<file path="src/rtl/bcd_pkg.sv">
// Shared definitions for the cascaded BCD timer: FSM state encoding and BCD digit limits.
package bcd_pkg;

  typedef enum logic [1:0] {
    ST_IDLE,
    ST_RUN,
    ST_PAUSE,
    ST_DONE
  } state_e;

  localparam logic [3:0] BCD_MAX = 4'd9;
  localparam logic [3:0] BCD_MIN = 4'd0;

  // Digits above 9 are not valid BCD; saturate them instead of wrapping.
  function automatic logic [3:0] bcd_clamp(input logic [3:0] d);
    return (d > BCD_MAX) ? BCD_MAX : d;
  endfunction

endpackage

</file>
<file path="src/rtl/bcd_ud_digit.sv">
// One BCD up/down digit: parallel load, single-step with 9<->0 wrap, and terminal-count flag.
module bcd_ud_digit
  import bcd_pkg::*;
(
  input  logic       clk,
  input  logic       rst,
  input  logic       en,
  input  logic       up,
  input  logic       ld,
  input  logic [3:0] d,
  output logic [3:0] q,
  output logic       tc
);

  logic [3:0] q_q;
  logic [3:0] q_d;

  always_comb begin
    q_d = q_q;
    if (ld) begin
      q_d = d;
    end else if (en) begin
      if (up) begin
        q_d = (q_q >= BCD_MAX) ? BCD_MIN : q_q + 4'd1;
      end else begin
        q_d = (q_q == BCD_MIN) ? BCD_MAX : q_q - 4'd1;
      end
    end
  end

  always_ff @(posedge clk or negedge rst) begin
    if (!rst) begin
      q_q <= BCD_MIN;
    end else begin
      q_q <= q_d;
    end
  end

  assign q  = q_q;
  assign tc = up ? (q_q == BCD_MAX) : (q_q == BCD_MIN);

endmodule

</file>
<file path="src/rtl/bcd_timer_ctrl.sv">
// Cascaded BCD up/down timer with load/start/stop control and a one-cycle done pulse.
// Define BCD_TIMER_AUTORELOAD_EN to reload and keep running on terminal instead of stopping.
module bcd_timer_ctrl
  import bcd_pkg::*;
#(
  parameter int NUM_DIGITS = 2
) (
  input  logic                    clk,
  input  logic                    rst,
  input  logic                    load,
  input  logic [4*NUM_DIGITS-1:0] preset,
  input  logic                    dir,
  input  logic                    start,
  input  logic                    stop,
  output logic [4*NUM_DIGITS-1:0] count,
  output logic                    running,
  output logic                    done
);

`ifdef BCD_TIMER_AUTORELOAD_EN
  localparam bit AUTORELOAD = 1'b1;
`else
  localparam bit AUTORELOAD = 1'b0;
`endif

  state_e state_q, state_d;
  logic   dir_q, dir_d;
  logic   running_q, running_d;
  logic   done_q, done_d;
  logic [4*NUM_DIGITS-1:0] reload_q, reload_d;

  logic [4*NUM_DIGITS-1:0] count_w;
  logic [4*NUM_DIGITS-1:0] preset_clamped;
  logic [4*NUM_DIGITS-1:0] ld_value;
  logic [NUM_DIGITS-1:0]   tc;
  logic [NUM_DIGITS-1:0]   dig_en;
  logic step_en;
  logic digit_ld;
  logic lower_tc;
  logic all_nine, all_zero, upper_nine, upper_zero;
  logic at_term, near_term;

  always_comb begin
    for (int i = 0; i < NUM_DIGITS; i++) begin
      preset_clamped[4*i +: 4] = bcd_clamp(preset[4*i +: 4]);
    end
  end

  // near_term means the next step lands on the terminal value, so done can be registered on that edge.
  always_comb begin
    upper_nine = 1'b1;
    upper_zero = 1'b1;
    for (int i = 1; i < NUM_DIGITS; i++) begin
      if (count_w[4*i +: 4] != BCD_MAX) upper_nine = 1'b0;
      if (count_w[4*i +: 4] != BCD_MIN) upper_zero = 1'b0;
    end
    all_nine  = upper_nine && (count_w[3:0] == BCD_MAX);
    all_zero  = upper_zero && (count_w[3:0] == BCD_MIN);
    at_term   = dir_q ? all_nine : all_zero;
    near_term = dir_q ? (upper_nine && (count_w[3:0] == (BCD_MAX - 4'd1)))
                      : (upper_zero && (count_w[3:0] == (BCD_MIN + 4'd1)));
  end

  always_comb begin
    state_d  = state_q;
    dir_d    = dir_q;
    reload_d = reload_q;
    done_d   = 1'b0;
    step_en  = 1'b0;
    digit_ld = 1'b0;
    ld_value = reload_q;
    if (load) begin
      state_d  = ST_IDLE;
      reload_d = preset_clamped;
      digit_ld = 1'b1;
      ld_value = preset_clamped;
    end else if (stop && (state_q == ST_RUN)) begin
      state_d = ST_PAUSE;
    end else if (start && (state_q != ST_RUN)) begin
      dir_d = dir;
      if (dir ? all_nine : all_zero) begin
        state_d = ST_DONE;
        done_d  = 1'b1;
      end else begin
        state_d = ST_RUN;
      end
    end else if (state_q == ST_RUN) begin
      if (at_term) begin
        if (AUTORELOAD) digit_ld = 1'b1;
        else            state_d  = ST_DONE;
      end else begin
        step_en = 1'b1;
        if (near_term) begin
          done_d = 1'b1;
          if (!AUTORELOAD) state_d = ST_DONE;
        end
      end
    end
    running_d = (state_d == ST_RUN);
  end

  // A digit steps only when every lower digit sits at its terminal value for the current direction.
  always_comb begin
    lower_tc = 1'b1;
    for (int i = 0; i < NUM_DIGITS; i++) begin
      dig_en[i] = step_en && lower_tc;
      lower_tc  = lower_tc && tc[i];
    end
  end

  for (genvar g = 0; g < NUM_DIGITS; g++) begin : g_digit
    bcd_ud_digit u_digit (
      .clk (clk),
      .rst (rst),
      .en  (dig_en[g]),
      .up  (dir_q),
      .ld  (digit_ld),
      .d   (ld_value[4*g +: 4]),
      .q   (count_w[4*g +: 4]),
      .tc  (tc[g])
    );
  end

  always_ff @(posedge clk or negedge rst) begin
    if (!rst) begin
      state_q   <= ST_IDLE;
      dir_q     <= 1'b0;
      reload_q  <= '0;
      running_q <= 1'b0;
      done_q    <= 1'b0;
    end else begin
      state_q   <= state_d;
      dir_q     <= dir_d;
      reload_q  <= reload_d;
      running_q <= running_d;
      done_q    <= done_d;
    end
  end

  assign count   = count_w;
  assign running = running_q;
  assign done    = done_q;

endmodule

</file>
<file path="config.mk">
export PLATFORM = sky130hd
export DESIGN_NAME = bcd_timer_ctrl
export DESIGN_NICKNAME = d
export VERILOG_FILES = /design/src/rtl/bcd_pkg.sv /design/src/rtl/bcd_ud_digit.sv /design/src/rtl/bcd_timer_ctrl.sv
export SDC_FILE = /design/constraint.sdc
export NUM_CORES = 1
export LEC_CHECK = 0
export CAP_MARGIN = 5
export CORE_MARGIN = 2
export CORE_UTILIZATION = 50
export DETAILED_ROUTE_END_ITERATION = 10
export PLACE_DENSITY = 0.83
export REMOVE_ABC_BUFFERS = 1
export SYNTH_ARGS = -nofsm -noshare
export SYNTH_HDL_FRONTEND = slang
export SYNTH_SLANG_ARGS = --single-unit
</file>
<file path="constraint.sdc">
create_clock -name clk -period 3 [get_ports clk]
set_input_delay 0.75 -clock clk [delete_from_list [all_inputs] [get_ports clk]]
set_output_delay 0.75 -clock clk [all_outputs]
set_load 0.02 [all_outputs]
</file>
==> impl_results.md, run 1 <==
- Post-Synth Simple-Gate Area: 0.3344
- Max-slew violations: 0
- Starting Density: 0.5361
- Sw Pwr: around 0.00023 W
- Peak fanout along the critical path: 8
- CTS tree: built
- CP required: 3.16 ns
- Setup ws final: about 0.60 ns
- Synthesized area per cell: about 8.4 µm²
- Syn-to-layout area delta: 21.42%
- Via count: approximately 1100
- Clock tree buffer depth: 2
- Die width: 52.94 µm
- Core Region: 2233 µm²
- Hold Path Class: reg2reg
- Dpl ws: 0.5489 ns
- Largest family of logic cells by synthesized area: simple AND/OR/NAND/NOR gates
- Initial antenna violation count: 0
- Htree depth: 1
- PwrDens: ~400 nW/µm²
- Max Clk Rate: 416.1 MHz
- First-pass GRT wire length: around 4500 µm
- Most common cell after layout, fill and taps aside: clkdlybuf4s50_1
- Start of the worst register-to-register path: g_digit[1].u_digit.q[0]
- WHS Endpoint: state_q[0]
- Commonest cells after routing, fill and taps aside: 23 x clkdlybuf4s50_1, 13 x o21ai_0, 13 x nor2_1, 13 x dfrtp_1, 8 x nand3_1
- Post-synthesis adder-cell area fraction: 0.07315
- Outcome: complete, no violations
- Worst Hold Depth: 2
- Ant. Diodes: 0
- Initial DRC Count: 19
- Synthesis Warnings: 0
- Primary FF master, synth: dfrtp_1
- VDD IR max: around 240 µV
- Flop2flop setup slack: 0.60 ns
- Setup repair after global routing missed its margin: no
- Tightest Pin Transition: between 0.6 and 0.7 ns
- Final worst path period need: between 2 and 2.5 ns
- Leakage power: about 0.56 nW
- CTS sink count: 13
- Async set-reset flop share out of synthesis: 1.000
- Total track usage: 0.2185
- CTS buffer count: 3
- Sequential Power Share: 0.418
- Postcts setup bufs: 0
- Number of gates resized after CTS: 0
- Worst-path clk slew: around 0.08 ns
- XOR/XNOR share of the synthesized area: 0.01463
- Grt ovf: 0
- Cells on worst reg2reg path: 7
- Routed WL: approximately 2800 µm
- Final GP Congestion: 0.8061
- Critical path launch point type: register
- Post-synthesis mux area share: 0.01881
- Post-synth EDFFs: 0
- Sw Ratio: 0.3848
- Combinational power share: 0.397
- Fin crit share: 0.8011
- Hold path startpoint: state_q[0]
- Worst Skew: approximately 0.0033 ns
- Final HPWL DP: around 2000 µm
- Synth Cell Area: approximately 1200 µm²
- Setup violators final: 0
- Unique masters post-synth: 45
- Synthesis-stage register bit count: 13
- Largest net degree at the start of global routing: 24
- Die area: 2802 µm²
- Slew headroom: 0.5433
- Pre-antenna DRT Iters: 4
- Synth Area in Compound Gates: 0.2299
- CP Capture Type: register
- Setup TNS: 0 ns
- Vias in the first global route: 1035
- Share of layout cells above drive strength 1: 0.08642
- PortBufs: 23
- Vias per inst: roughly 5.9
- IO Pins: 24
- Clk_lat worst skew: 0.27 ns
- CP arrival: 2.57 ns
- # rows: 17
- Routed Antenna Nets: 0
- DR DRC count: 0
- Filler cell count: just under 200
- Kind of critical path: reg2reg
- CTS root buffer: clkbuf_4
- Final Hold Viols: 0
- Nets@finish: about 180
- Internal power: ~0.00036 W
- Hold_buf cts: 0
- Synth Instances: approximately 140
- DIE HEIGHT: 52.94 µm
- Clk network pwr share: 0.185
- Routed WL per cell: 14.72 µm
- Sequential area share after synthesis: 0.2717
- RR Endpoint: g_digit[1].u_digit.q[1]
- Number of max-cap violations: 0
[how the worst max path moves through the flow]
stage	from	end	slack, ns	cells after the start
floorplan	g_digit[1].u_digit.q[0]	g_digit[1].u_digit.q[1]	0.77	7
global placement	stop	g_digit[1].u_digit.q[1]	0.58	5
detailed placement	stop	g_digit[1].u_digit.q[1]	0.55	5
CTS	g_digit[1].u_digit.q[0]	g_digit[1].u_digit.q[1]	0.61	7
global route	g_digit[1].u_digit.q[0]	g_digit[1].u_digit.q[1]	0.49	7
finish	g_digit[1].u_digit.q[0]	g_digit[1].u_digit.q[1]	0.60	7
[cells in the mapped netlist, types with 4 or more instances]
master	count	area share
nand2b_1	6	0.031
dfrtp_1	13	0.27
o31ai_1	4	0.025
nand3_1	8	0.033
ha_1	7	0.073
a21oi_1	7	0.029
clkbuf_1	4	0.013
nand3b_1	4	0.025
o21ai_0	13	0.054
nor2_1	13	0.041
inv_1	7	0.022
nand2_1	7	0.022
[routing by layer]
layer / track usage / part of all wire / up-vias
li1: - / - / 565
met1: 0.2708 / 0.44 / 538
met2: 0.3938 / 0.52 / 23
met3: 0.03390 / 0.030 / 2
met4: 0.05128 / 0.0050 / 0
met5: 0 / 0 / -
[flip-flops by register name (all words and copies together) (netlist names)]
register           cells
state_q                2
dir_q                  1
g_digit.u_digit.q      8
running                1
done                   1
[power by group through the flow]
stage / Clock, W / Sequential [W] / Combinational [W]
finish: 0.000108 / 0.000245 / 0.000233
global route: 0.000119 / 0.000251 / 0.000257
CTS: 0.000110 / 0.000243 / 0.000234
detailed placement: 0 / 0.000247 / 0.000232
global placement: 0 / 0.000244 / 0.000224
floorplan: 0 / 0.000252 / 0.000132
[worst max-delay path: stages (launching register included)]
cell	delay [ns]
dfrtp_1	0.50
inv_1	0.12
ha_1	0.28
or3b_4	0.29
and4bb_2	0.29
nor4_4	0.44
nor2_1	0.09
mux2_2	0.28
[metrics by stage]
| step | hold WS (ns) | utilization | power [W] | instance area (µm²) | std cells |
|---|---|---|---|---|---|
| after global placement | 0.5825 | 0.6392 | 0.0004685 | 1428 | 186 |
| after floorplan | 0.4544 | - | 0.0003837 | 1155 | 134 |
| after CTS | 0.6198 | 0.6510 | 0.0005869 | 1454 | 190 |
| after global routing | 0.6703 | 0.6510 | 0.0006275 | 1454 | 190 |
| final | 0.6238 | 0.6510 | 0.0005866 | 1454 | 190 |
| after detailed placement | 0.6074 | 0.6392 | 0.0004788 | 1428 | 186 |
[area by class of cell]
type | instances | area, µm² | share of cell area
multi-input combinational | 114 | 803.3 | 0.5525
sequential | 13 | 325.3 | 0.2238
timing repair buffer | 24 | 237.7 | 0.1635
tap | 28 | 35.03 | 0.02410
clock buffer | 4 | 26.28 | 0.01807
inverter | 7 | 26.28 | 0.01807
[cell families after synthesis]
family,Yosys count
xor+xnor,2
flops,13
fa+ha+maj,7
buf+inv,15
mux,2
simple gates,62
compound gates,41
Power figures use the tool's default switching activity.
==> run 2: changes to the inputs <==
CORE_UTILIZATION = 45   (was 50)
PLACE_DENSITY = 0.79   (was 0.83)
clock period = 2 ns   (was 3 ns; I/O delays follow)
==> run 2 against run 1 <==
The flow now finishes with violations (negative setup slack). Global-route usage decreased by 1.5 points. Register-to-register slack got worse by 0.70 ns. Worst hold slack lost 0.015 ns. Sequential power rose by 30%. Final cell count increased by 13%. Critical endpoint unchanged.
==> impl_results.md, run 2 (synthesis gave the netlist of run 1 again) <==
- CTS sink count: 13 (unchanged)
- Area taken by multi-input logic gates: 872.1 µm² (+8.6%)
- Hold Path Class: in2async
- Failing checks: negative setup slack
- Initial antenna violation count: 0 (unchanged)
- Slew headroom: 0.5807 (+0.03745)
- Commonest cells after routing, fill and taps aside: 22 x buf_4, 21 x clkdlybuf4s50_1, 13 x dfrtp_1, 12 x o21ai_0, 12 x nor2_1
- Core Region: 2500 µm² (+12%)
- Power Total: 0.001007 W (+72%)
- Post-placement cell area: 1578 µm² (+11%)
- Largest stage delay, worst path: 0.40 ns (-0.10 ns)
- Dpl ws: -0.1402 ns (-0.6891 ns)
- VDD IR max: 545.6 µV (+130%)
- Sequential Area: 325.3 µm² (unchanged)
- Outcome: complete, but fails checks
- Tightest Pin Transition: 0.6269 ns (-0.05814 ns)
- Hold Slack: 0.6088 ns (-0.01504 ns)
- Worst-path clk slew: 0.08 ns (about the same)
- Initial DRC Count: 33 (+14)
- Setup ws final: -0.1081 ns (-0.7047 ns)
- Combinational power share: 0.519 (+0.122)
- Kind of critical path: reg2reg
- Flop2flop setup slack: -0.11 ns (-0.70 ns)
- CP Capture Type: register
- Final HPWL DP: 2242 µm (+8.8%)
- Largest net degree at the start of global routing: 25 (+4.2%)
- Sw Ratio: 0.3776 (-0.007246)
- Setup repair after global routing missed its margin: yes
- Internal power: 0.0006270 W (+74%)
- Die width: 55.59 µm (+5.0%)
- Ant. Diodes: 0 (unchanged)
- Final GP Congestion: 0.8599 (+6.7%)
- Vias per inst: 5.814 (-2.1%)
- Clk network pwr share: 0.165 (-0.020)
- Pre-antenna DRT Iters: 5 (+1)
- Start of the worst register-to-register path: g_digit[1].u_digit.q[1]
- Max Clk Rate: 474.4 MHz (+14%)
- Number of max-cap violations: 0 (unchanged)
- Final Hold Viols: 0 (unchanged)
- # rows: 18 (+1)
- Starting Density: 0.4790 (-0.05716)
- Clk_lat worst skew: 0.28 ns (about the same)
- Routed WL per cell: 14.71 µm (about the same)
- Routed WL: 3162 µm (+13%)
- Vias in the first global route: 1136 (+9.8%)
- IO Pins: 24 (unchanged)
- Syn-to-layout area delta: 43.57%
- Clock tree buffer depth: 2 (unchanged)
- Htree depth: 1 (unchanged)
- Fin crit share: 1.054 (+0.2529)
- Grt ovf: 0 (unchanged)
- Max-slew violations: 0 (unchanged)
- CP max-delay cell: dfrtp_1
- Via count: 1250 (+11%)
- Share of layout cells above drive strength 1: 0.2703 (+0.1839)
- CTS tree: built
- PwrDens: 585.9 nW/µm² (+45%)
- Filler cell count: 204 (+4.6%)
- DIE HEIGHT: 55.59 µm (+5.0%)
- Max FFs per register: 8 (unchanged)
- RR Endpoint: g_digit[1].u_digit.q[1]
- Total track usage: 0.2033 (-0.01518)
- Final worst path period need: 2.108 ns (-0.2953 ns)
- Worst Skew: 0.001350 ns (-0.001906 ns)
- DR DRC count: 0 (unchanged)
- Critical path launch point type: register
- Peak fanout along the critical path: 7 (-1)
- Nets@finish: 207 (+13%)
- CP required: 2.16 ns (-1.00 ns)
- Finished Core Util: 0.6877 (+0.03671)
- Cells on worst reg2reg path: 8 (+1)
- First-pass GRT wire length: 5071 µm (+13%)
- Sequential Power Share: 0.316 (-0.102)
- Setup violators final: 5 (+5)
- CTS buffer count: 3 (unchanged)
- Sw Pwr: 0.0003803 W (+68%)
- CTS root buffer: clkbuf_4
- Die area: 3090 µm² (+10%)
- PortBufs: 23 (unchanged)
- Design area: 1719 µm² (+18%)
- Most common cell after layout, fill and taps aside: buf_4
- CP arrival: 2.27 ns (-0.30 ns)
- Routed Antenna Nets: 0 (unchanged)
- Leakage power: 0.7060 nW (+27%)
- CP Cell Sequence: inv_2 > ha_4 > or3b_4 > and4bb_2 > nor4_4 > buf_4 > nor2_2 > mux2_4
run 2: worst max-delay path by stage:
stage / startpoint / depth (start not counted) / to
after floorplan: g_digit[1].u_digit.q[0] / 7 / g_digit[1].u_digit.q[1]
after global placement: stop / 6 / g_digit[1].u_digit.q[1]
after detailed placement: g_digit[1].u_digit.q[0] / 8 / g_digit[1].u_digit.q[1]
after CTS: g_digit[1].u_digit.q[0] / 7 / g_digit[0].u_digit.q[3]
after global routing: g_digit[1].u_digit.q[1] / 8 / g_digit[0].u_digit.q[3]
final: g_digit[1].u_digit.q[1] / 8 / g_digit[1].u_digit.q[1]
run 2: what timing repair did:
item                                    4_1_cts  5_1_grt
hold buffers                                  0        0
pin swaps                                     4       11
resized for setup                             7       15
endpoints found under the setup margin        6       12
buffers inserted                              1        6
run 2: worst max-delay path, delay by kind of cell, from the launching register on:
kind                     cells  cell delay [ns]
flip-flops                   1             0.40
adder cells (fa/ha/maj)      1             0.13
multiplexers                 1             0.31
AND/OR/NAND/NOR              4             0.89
buffers and inverters        2             0.25
run 2: metal layers:
layer | track usage | wire (µm) | share of wire
met1 | 0.2569 | 1349 | 0.43
met2 | 0.3537 | 1678 | 0.53
met4 | 0.07666 | 31 | 0.0098
met5 | 0 | 0 | 0
met3 | 0.02326 | 103 | 0.033
run 2: cell type report:
| cell class | count | area share |
|---|---|---|
| clock buffer | 4 | 0.01528 |
| inverter | 7 | 0.01528 |
| multi-input combinational | 114 | 0.5073 |
| sequential | 13 | 0.1892 |
| tap | 30 | 0.02183 |
| timing repair buffer | 47 | 0.2511 |
run 2: per-stage QoR:
step | std cells | setup TNS (ns)
final | 215 | -0.2500
after global routing | 215 | -0.7826
after CTS | 210 | -0.02012
after detailed placement | 206 | -0.2150
after global placement | 206 | -0.05746
after floorplan | 134 | -1.339
run 2: power groups by stage:
stage,logic [W],registers [W],clock network [W]
2_1_floorplan,0.000198,0.000377,0
3_3_place_gp,0.000454,0.000319,0
3_5_place_dp,0.000468,0.000320,0
4_1_cts,0.000480,0.000316,0.000168
5_1_grt,0.000568,0.000323,0.000181
6_report,0.000523,0.000319,0.000166
